[config.mk]
export PLATFORM = sky130hd
export DESIGN_NAME = cache_fill_arbiter
export DESIGN_NICKNAME = d
export VERILOG_FILES = /design/src/rtl/cache_pkg.sv /design/src/rtl/blk_word_counter.sv /design/src/rtl/cache_fill_arbiter.sv
export SDC_FILE = /design/constraint.sdc
export NUM_CORES = 1
export LEC_CHECK = 0
export ABC_AREA = 1
export BUFFER_PORTS_ARGS = -buffer_cell sky130_fd_sc_hd__buf_2
export CAP_MARGIN = 20
export CORE_ASPECT_RATIO = 0.9
export CORE_MARGIN = 2
export CORE_UTILIZATION = 47
export DETAILED_ROUTE_END_ITERATION = 12
export GPL_TIMING_DRIVEN = 0
export PLACE_DENSITY = 0.8
export SYNTH_ARGS = -nofsm -noshare
export SYNTH_HDL_FRONTEND = slang
export SYNTH_HIERARCHICAL = 1
export SYNTH_SLANG_ARGS = --single-unit
[constraint.sdc]
create_clock -name clk -period 2.12 [get_ports clk]
set_clock_uncertainty 0.15 [all_clocks]
set_input_delay 0.106 -clock clk [delete_from_list [all_inputs] [get_ports clk]]
set_output_delay 0.106 -clock clk [all_outputs]
set_load 0.05 [all_outputs]
[src/rtl/cache_pkg.sv]
// Shared types and sizing for the cache miss-fill path.
package cache_pkg;

  localparam int unsigned ADDR_W     = 16;
  localparam int unsigned DATA_W     = 16;
  localparam int unsigned BLK_WORDS  = 8;
  localparam int unsigned OFS_W      = $clog2(BLK_WORDS);
  localparam int unsigned BYTE_OFS_W = OFS_W + 1;

  typedef enum logic [1:0] {
    IDLE    = 2'd0,
    DC_FILL = 2'd1,
    IC_FILL = 2'd2
  } fill_state_e;

endpackage

[src/rtl/blk_word_counter.sv]
// Word-offset counter within a cache block: enable, synchronous clear, terminal flag.
module blk_word_counter #(
  parameter int unsigned W = cache_pkg::OFS_W
) (
  input  logic         clk,
  input  logic         rst,
  input  logic         en,
  input  logic         clr,
  output logic [W-1:0] cnt,
  output logic         tc_c
);

  // Count enabled cycles; clear has priority, natural wrap at the block end.
  always_ff @(posedge clk or negedge rst) begin
    if (!rst) begin
      cnt <= '0;
    end else if (clr) begin
      cnt <= '0;
    end else if (en) begin
      cnt <= cnt + W'(1);
    end
  end

  assign tc_c = (cnt == {W{1'b1}});

endmodule

[src/rtl/cache_fill_arbiter.sv]
// Shares the main-memory read port between I-cache and D-cache block fills.
// D-cache misses win; one block fill in flight at a time, never aborted.
module cache_fill_arbiter #(
  parameter  int unsigned BLK_WORDS = cache_pkg::BLK_WORDS,
  localparam int unsigned IDX_W     = $clog2(BLK_WORDS)
) (
  input  logic                          clk,
  input  logic                          rst,
  input  logic                          ic_miss,
  input  logic [cache_pkg::ADDR_W-1:0]  ic_miss_addr,
  input  logic                          dc_miss,
  input  logic [cache_pkg::ADDR_W-1:0]  dc_miss_addr,
  output logic                          mem_en,
  output logic [cache_pkg::ADDR_W-1:0]  mem_addr,
  input  logic [cache_pkg::DATA_W-1:0]  mem_rdata,
  input  logic                          mem_valid,
  output logic [cache_pkg::DATA_W-1:0]  fill_data,
  output logic [IDX_W-1:0]              fill_idx,
  output logic                          fill_we_ic,
  output logic                          fill_we_dc,
  output logic                          fill_done,
  output logic                          stall_icache,
  output logic                          stall_dcache
);

  import cache_pkg::*;

  localparam int unsigned AW = ADDR_W;

  fill_state_e       state;
  logic [AW-1:0]     base_q;
  logic [IDX_W-1:0]  iss_cnt;
  logic [IDX_W-1:0]  rcv_cnt;
  logic              iss_tc_c;
  logic              rcv_tc_c;
  logic              rcv_c;
  logic              last_c;

  // Block-aligned byte address of the word containing a.
  function automatic logic [AW-1:0] blk_base(input logic [AW-1:0] a);
    return a & ~(AW'(2 * BLK_WORDS) - AW'(1));
  endfunction

  // A returned word only counts while a fill owns the port.
  assign rcv_c  = mem_valid & (state != IDLE);
  assign last_c = rcv_c & rcv_tc_c;

  blk_word_counter #(.W(IDX_W)) u_iss_cnt (
    .clk  (clk),
    .rst  (rst),
    .en   (mem_en),
    .clr  (last_c),
    .cnt  (iss_cnt),
    .tc_c (iss_tc_c)
  );

  blk_word_counter #(.W(IDX_W)) u_rcv_cnt (
    .clk  (clk),
    .rst  (rst),
    .en   (rcv_c),
    .clr  (last_c),
    .cnt  (rcv_cnt),
    .tc_c (rcv_tc_c)
  );

  // Grant, request issue and fill completion.
  always_ff @(posedge clk or negedge rst) begin
    if (!rst) begin
      state    <= IDLE;
      base_q   <= '0;
      mem_en   <= 1'b0;
      mem_addr <= '0;
    end else begin
      case (state)
        IDLE: begin
          if (dc_miss) begin
            state    <= DC_FILL;
            base_q   <= blk_base(dc_miss_addr);
            mem_en   <= 1'b1;
            mem_addr <= blk_base(dc_miss_addr);
          end else if (ic_miss) begin
            state    <= IC_FILL;
            base_q   <= blk_base(ic_miss_addr);
            mem_en   <= 1'b1;
            mem_addr <= blk_base(ic_miss_addr);
          end
        end
        default: begin
          if (mem_en) begin
            if (iss_tc_c) begin
              mem_en   <= 1'b0;
              mem_addr <= '0;
            end else begin
              mem_addr <= base_q | AW'({iss_cnt + IDX_W'(1), 1'b0});
            end
          end
          if (last_c) begin
            state <= IDLE;
          end
        end
      endcase
    end
  end

  // Returned words pass straight through to the owning cache.
  assign fill_data  = rcv_c ? mem_rdata : '0;
  assign fill_idx   = rcv_c ? rcv_cnt : '0;
  assign fill_we_dc = rcv_c & (state == DC_FILL);
  assign fill_we_ic = rcv_c & (state == IC_FILL);
  assign fill_done  = last_c;

  // A miss releases its stage in the cycle its own fill completes.
  assign stall_dcache = rst & dc_miss & ~(last_c & (state == DC_FILL));
  assign stall_icache = rst & ic_miss & ~(last_c & (state == IC_FILL));

endmodule

# Yosys cells after proc, flatten, opt, wreduce, memory -nomap -nowiden
# Cells that the tools add are included.
[classes]
eq_ne = 5
bitwise_logic = 13
addsub = 2
mux = 20
n_reduce_logical = 10
[ops]
columns = ["op", "n"]
rows = [
  ["$mux W16", 6],
  ["$or A16 B4 Y16", 1],
  ["$mux W3", 5],
  ["$reduce_bool A2 Y1", 6],
  ["$and A1 B1 Y1", 10],
  ["$mux W2", 4],
  ["$add A3 B1 Y3 const B", 2],
  ["$eq A3 B3 Y1 const B", 2],
  ["$reduce_and A2 Y1", 3],
  ["$mux W1", 5],
  ["$ne A3 B3 Y1 const B", 1],
  ["$eq A2 B1 Y1 const B", 1],
  ["$eq A2 B2 Y1 const B", 1],
  ["$logic_not A2 Y1", 1],
  ["$not A1 Y1", 2],
]
[totals]
in_bits = 53
wordCells = 56
out_inout_bits = 41
register_bits = 41

# Longest topological paths before layout
# Gate-level depths: netlist of run 1.
[depth]
ltp_word = 6
mapped_depth = 8
ltp_nobuf = 7

# Cells and area by module
# Netlist of run 1, hierarchy kept.
[modules_own_cells]
columns = ["mod", "seq_area_each_um2", "area_per_inst_um2", "n_inst", "cells_per_inst"]
rows = [
  ["cache_fill_arbiter", 750.7, 1760.4, 1, 256],
  ["blk_word_counter", 75.1, 151.4, 2, 17],
]

# Worst setup path after synthesis of run 1
# No wires, ideal clock.
[synth_path]
kind = "register to register"
startpoint = "register u_rcv_cnt.cnt[0]"
endpoint = "register u_iss_cnt.cnt[0]"
required_time_ns = 1.849
period_less_slack_ns = 2.193
setup_time_ns = 0.121
arrival_ns = 1.922
setup_slack_ns = -0.073
n_path_buf = 0
stages_incl_launch_ff = 8
cell_sequence = "dfrtp_1 -> ha_1 -> ha_1 -> inv_1 -> nor2_1 -> inv_1 -> nand3_1 -> nand2_1"
[synth_between]
elab_chain_len = 3
word_cells_on_any_way = 4
cone_classes = "eq/ne (1); mux (1); bitwise (1); reduce/logical (1)"
[synth_lines]
columns = ["item", "line_no", "source"]
rows = [
  ["from (decl)", "blk_word_counter.sv:9", "output logic [W-1:0] cnt,"],
  ["from (signal assigned)", "blk_word_counter.sv:20", "cnt <= cnt + W'(1);"],
  ["$eq A3 B3 Y1 *", "blk_word_counter.sv:24", "assign tc_c = (cnt == {W{1'b1}});"],
  ["via rcv_tc_c", "cache_fill_arbiter.sv:35", "logic rcv_tc_c;"],
  ["$and A1 B1 Y1 *", "cache_fill_arbiter.sv:46", "assign last_c = rcv_c & rcv_tc_c;"],
  ["via fill_done", "cache_fill_arbiter.sv:21", "output logic fill_done,"],
  ["$mux W3 or $reduce_bool A2 Y1 (tied branches)", "-", ""],
  ["to (signal assigned)", "blk_word_counter.sv:20", ""],
  ["to (decl)", "blk_word_counter.sv:9", ""],
]
# The timed path passes the listed nets; every way through them passes the cells marked *.
# A chain may end at the register's enable or synchronous reset.

# Worst setup path in the final report of run 1
[layout_path]
startpoint = "register u_rcv_cnt.cnt[0]"
endpoint = "output fill_done"
[layout_between]
elab_chain_len = 2
[layout_lines]
columns = ["item", "line_no"]
rows = [
  ["$eq A3 B3 Y1", "blk_word_counter.sv:24"],
  ["via rcv_tc_c", "cache_fill_arbiter.sv:35"],
  ["$and A1 B1 Y1", "cache_fill_arbiter.sv:46"],
  ["to (decl)", "cache_fill_arbiter.sv:21"],
]
# The timed path passes the listed nets, and every way through them passes these cells.

==> results.cfg, run 1 <==
[critical_path]
critPathMaxFanout = 6
crit_required_ps = 1860
max_stage_delay_ps = 390
r2r_cells = 6
crit_top_cell = ha_1
crit_buf_inv = 2
startpoint_type = flip-flop
reg2reg_from = u_iss_cnt/cnt[0]
endpoint_kind = primary output
setup.worst_path.start = u_rcv_cnt/cnt[0]
path_cells = ha_1, ha_1, inv_1, nor2_2, buf_2
slowest_stage = dfrtp_1
arrival_ps = 1720
crit_cells = 5
cp_top_family = buffers and inverters
crit_type = reg -> out

[power_and_ir_drop]
p_int_w = 0.00200
p_sw_frac = 0.499
p_leak_nw = 1.59
power.density_nw_per_um2 = 1490
ir_drop_mv = 0.926
sequentialPowerShare = 0.310
p_sw_w = 0.00199
combPwrFrac = 0.542
p_clk_frac = 0.148

[global_route]
antenna_found_initial = 0
track_usage = 0.227
overflow = 0
grt_max_degree = 39
grt_pass1_wl_um = 8600
grt_pass1_vias = 1923

[routing]
initialDrtViolationCount = 82
via_count = 2161
wirelength_um = 5240
antenna_left = 0
drt_first_pass_iters = 4
drc = 0
wl_per_cell_um = 11.8
via_per_inst = 4.88

[synth]
synth_ff_type = dfrtp_1
synth_common_cells = 64 x nand2_1, 48 x nand3_1, 44 x inv_1, 36 x dfrtp_1, 33 x nor2_1
synthTopCellsByArea = dfrtp_1 44%, nand3_1 12%, nand2_1 12%, inv_1 8.0%, nor2_1 6.0%
synth_seq_cells = 36
post-synth-top-count-cell = nand2_1
syn_area_um2 = 2060
synth.top_cell.area_share = 0.437
syn_avg_cell_area_um2 = 7.11
ys_seq_area_frac = 0.437
synth_cells = 290
synth_edf_count = 0
synth_cell_types = 20
synth_nets = 348
async_reset_ff_frac = 1.00
synth_largest_area_cell = dfrtp_1
yosys_warnings = 6

[clock_tree]
htreeDepth = 2
clockBufferDepth = 2
clk-insertion-delay-late_ps = 290
cts-buffers-inserted = 5
cts.sinks = 36
clkTransAtPathRegs_ps = 70
cts_tree = done
root_buffer = clkbuf_8

[place]
portBuffers = 84
gp_congestion = 0.801
place_hpwl_um = 3860

[floorplan]
start_util = 0.496
die_x_um = 73.8
io_pins = 94
num_rows = 22
die_area_um2 = 4940
core_area_um2 = 4160
fp.dieH_um = 66.9

[sta]
fin_tns_setup_ps = 0
worst_pin_slew_ps = 507
rsz0062_at_grt = no
max_freq_ghz = 0.506
setup_viol = 0
drv_slew = 0
slew_headroom = 0.662
final.min_clock_period_ps = 1980
hold_viol_final = 0
post-route-period-util = 0.932

[layout]
antenna_cells = 0
multi_input_comb_area_um2 = 911
nNetsFinal = 440
filler_cell_count = 383
synthToLayoutAreaGrowth_pct = 30.0
seq_area_um2 = 901
fin_util = 0.645
drive_above_1_share = 0.298

[run_status]
status = finished, final reports clean

[hold_path]
hp-start = ic_miss_addr[8]
hold_class = in -> reg
min_path_cells = 5

[run]
cap_violations = 0
per-layer routing:
| layer | vias up | wire length (um) | track usage |
|---|---|---|---|
| met5 | - | 0 | 0 |
| met4 | 0 | 61 | 0.0659 |
| met3 | 8 | 250 | 0.0454 |
| met2 | 62 | 2550 | 0.364 |
| met1 | 1000 | 2370 | 0.311 |
| li1 | 1091 | - | - |
repair_timing:
item	in CTS	in global routing
endpoints found under the setup margin	0	2
hold endpoints to repair	36	0
resized for setup	0	1
hold buffers	1	0
buffers inserted	0	0
worst paths after layout:
path / to / slack, ps
worst max register to register: mem_addr[11] / 360
worst min register to register: mem_addr[10] / 360
worst max-delay path: fill_done / 140
max in group asynchronous: u_rcv_cnt/cnt[2] / 1260
min in group asynchronous: mem_addr[11] / 200
worst min-delay path: mem_addr[8] / 20
placed cells by master, fill, tap and decap left out, types with 3 or more instances in the layout:
master,instances
buf_2,91
nand2_1,64
nand3_1,48
inv_1,44
dfrtp_1,36
nor2_1,32
o21ai_0,18
a21oi_1,13
buf_4,5
ha_1,5
clkbuf_8,5
nand2_2,3
nor2_2,3
cell type report:
cell class | instances | area share
plain buffers | 14 | 0.0303
inverters | 46 | 0.0644
repair buffers | 85 | 0.161
clock inverters | 2 | 0.0131
multi-input cells | 194 | 0.340
clock buffers | 6 | 0.0271
well taps | 60 | 0.0280
flip-flops and latches | 36 | 0.336
cell families (layout without fill, tap and decap cells):
| kind of cell | count (synthesis) | after routing | share of synthesized area |
|---|---|---|---|
| fa+ha+maj | 5 | 5 | 0.0303 |
| simple gates | 155 | 155 | 0.324 |
| compound gates | 32 | 32 | 0.0794 |
| other cells | 1 | 1 | 0.00182 |
| xor+xnor | 1 | 1 | 0.00425 |
| buf+inv | 60 | 153 | 0.123 |
| flops | 36 | 36 | 0.437 |
worst min-delay path: stages:
cell and delay, ps:
buf_2 70, nand2_1 60, nand3_1 60, nand3_1 70, nand2_1 50
state kept, by name, summed over array words and instances (netlist names):
register,count
mem_en,1
mem_addr,15
state,2
u_rcv_cnt/cnt,3
u_iss_cnt/cnt,3
base_q,12
through the flow:
step                cell area [um^2]  hold slack (ps)  cells  setup slack [ps]  total power, W
CTS                             2680             14.4    443              21.7         0.00401
global placement                2560             92.6    434               437         0.00334
detailed placement              2560              101    434               455         0.00340
floorplan                       2070             -340    290               255         0.00288
finish                          2680             16.3    443               145         0.00398
global route                    2680             54.7    443              12.7         0.00431
power groups by stage:
stage / Clock, W / Sequential (W) / Combinational [W]
after floorplan: 0 / 0.00177 / 0.00111
after global placement: 0 / 0.00123 / 0.00210
after detailed placement: 0 / 0.00125 / 0.00215
after CTS: 0.000600 / 0.00124 / 0.00217
after global routing: 0.000635 / 0.00128 / 0.00240
final: 0.000591 / 0.00123 / 0.00216
(Power assumes the default switching activity.)
==> run 2: changes to the inputs <==
Settings changed: BUFFER_PORTS_ARGS -buffer_cell sky130_fd_sc_hd__buf_2 to -buffer_cell sky130_fd_sc_hd__clkbuf_2.
==> run 2 against run 1 <==
The flow now finishes with violations (negative hold slack). Global-route usage is 0.72 points lower. Cell count fell by 0.23%. Sequential share of layout area increased by 0.38 points. Sequential cell count unchanged. Die area stayed put. Via count shrank 0.14%. Worst setup slack worse by 54 ps. Sequential power barely moved. Non-clock buffer count is 1 lower. Critical path type unchanged. Largest power group unchanged.
==> results.cfg, run 2 (synthesis results as in run 1) <==
[layout]
multi_input_comb_area_um2 = 911
drive_above_1_share = 0.296
design_area_um2 = 2650
largest_register_ffs = 15
reg_top3 = mem_addr x15, base_q x12
stdcell_count = 442
nNetsFinal = 439
largest-register = mem_addr
mostFrequentLayoutCell = clkbuf_2
final_cell_mix = 84 x clkbuf_2, 64 x nand2_1, 48 x nand3_1, 44 x inv_1, 36 x dfrtp_1
antenna_cells = 0
filler_cell_count = 375
seq_area_um2 = 901
synthToLayoutAreaGrowth_pct = 28.5

[critical_path]
crit_type = reg -> out
r2r_cells = 6
setup.worst_path.start = u_rcv_cnt/cnt[0]
endpoint_kind = primary output
arrival_ps = 1770
reg2reg_from = u_iss_cnt/cnt[0]
rrSetupSlack_ps = 410
r2r-end = mem_addr[5]
startpoint_type = flip-flop
crit_required_ps = 1860
critPathMaxFanout = 6
setup.worst_path.end = fill_done

[sta]
post-route-period-util = 0.957
max_freq_ghz = 0.493
drv_slew = 0
setup_viol = 0
hold_viol_final = 36
fin_tns_setup_ps = 0
whs_ps = -218
rsz0062_at_grt = no
final.min_clock_period_ps = 2030
worst_pin_slew_ps = 906
slew_headroom = 0.396

[place]
portBuffers = 84
place_hpwl_um = 3860
gp_congestion = 0.785
dp.cells = 434
placed_area_um2 = 2560

[global_route]
track_usage = 0.220
grt_pass1_wl_um = 8420
grt_pass1_vias = 1881
overflow = 0
antenna_found_initial = 0
grt_max_degree = 39

[clock_tree]
cts_tree = done
htreeDepth = 2
cts-buffers-inserted = 5
clockBufferDepth = 2
cts.repair.resized = 0
root_buffer = clkbuf_8
clk-insertion-delay-late_ps = 290
cts_setup_buffers = 0
cts.sinks = 36
clkTransAtPathRegs_ps = 70

[routing]
wl_per_cell_um = 11.7
drt_first_pass_iters = 4
initialDrtViolationCount = 108
via_count = 2158
wirelength_um = 5160
drc = 0
antenna_left = 0
via_per_inst = 4.88

[floorplan]
die_x_um = 73.8
start_util = 0.496
io_pins = 94
die_area_um2 = 4940
core_area_um2 = 4160
num_rows = 22
fp.dieH_um = 66.9

[power_and_ir_drop]
p_leak_nw = 1.58
power.density_nw_per_um2 = 1470
ir_drop_mv = 0.855

[run_status]
status = finished, violations left
violations = negative hold slack

[run]
cap_violations = 0

[hold_path]
hold_class = in -> async
-- run 2: cell count changes in the layout (fill, tap and decap cells not counted) --
cell	previous run	this run
bufinv_16	1	0
dlygate4sd3_1	1	0
clkinv_2	1	0
clkbuf_4	1	0
clkbuf_8	5	6
clkbuf_2	0	84
buf_2	91	8
clkbuf_1	2	3
-- run 2: worst min-delay path by stage --
stage	cells past startpoint	startpoint	to	slack (ps)
floorplan	0	rst	base_q[10]	-340
global placement	1	rst	mem_addr[13]	130
detailed placement	1	rst	mem_addr[13]	130
CTS	1	rst	u_rcv_cnt/cnt[0]	-180
global route	1	rst	mem_addr[8]	-140
finish	1	rst	u_rcv_cnt/cnt[0]	-220
-- run 2: area by class of cell --
| class | instances | area share |
|---|---|---|
| Tap cell | 60 | 0.0283 |
| Inverter | 46 | 0.0651 |
| Multi-Input combinational cell | 194 | 0.344 |
| Buffer | 14 | 0.0307 |
| Clock buffer | 8 | 0.0340 |
| Timing Repair Buffer | 84 | 0.159 |
| Sequential cell | 36 | 0.340 |
-- run 2: layer usage --
metal	up-vias	part of all wire	global-route usage
li1	1090	-	-
met4	0	0.0091	0.0614
met5	-	0	0
met2	61	0.49	0.352
met1	1002	0.45	0.304
met3	5	0.054	0.0408
-- run 2: power breakdown --
| group | switching [W] | total [W] | internal, W |
|---|---|---|---|
| Combinational | 0.00154 | 0.00215 | 0.000612 |
| Sequential | 0.000211 | 0.00124 | 0.00103 |
| Clock | 0.000235 | 0.000500 | 0.000265 |
| Total | 0.00199 | 0.00389 | 0.00190 |
-- run 2: per-stage QoR --
step | util | power [W] | setup WS [ps]
6_report | 0.638 | 0.00389 | 90.3
5_1_grt | 0.638 | 0.00420 | 12.0
4_1_cts | 0.638 | 0.00392 | 105
3_5_place_dp | 0.616 | 0.00340 | 416
3_3_place_gp | 0.616 | 0.00334 | 436
2_1_floorplan | - | 0.00288 | 255
-- run 2: worst max-delay path, cell delays in order, from the launching register on --
cell	delay, ps
dfrtp_1	390
ha_1	180
ha_1	210
inv_1	80
nor2_2	270
clkbuf_2	340
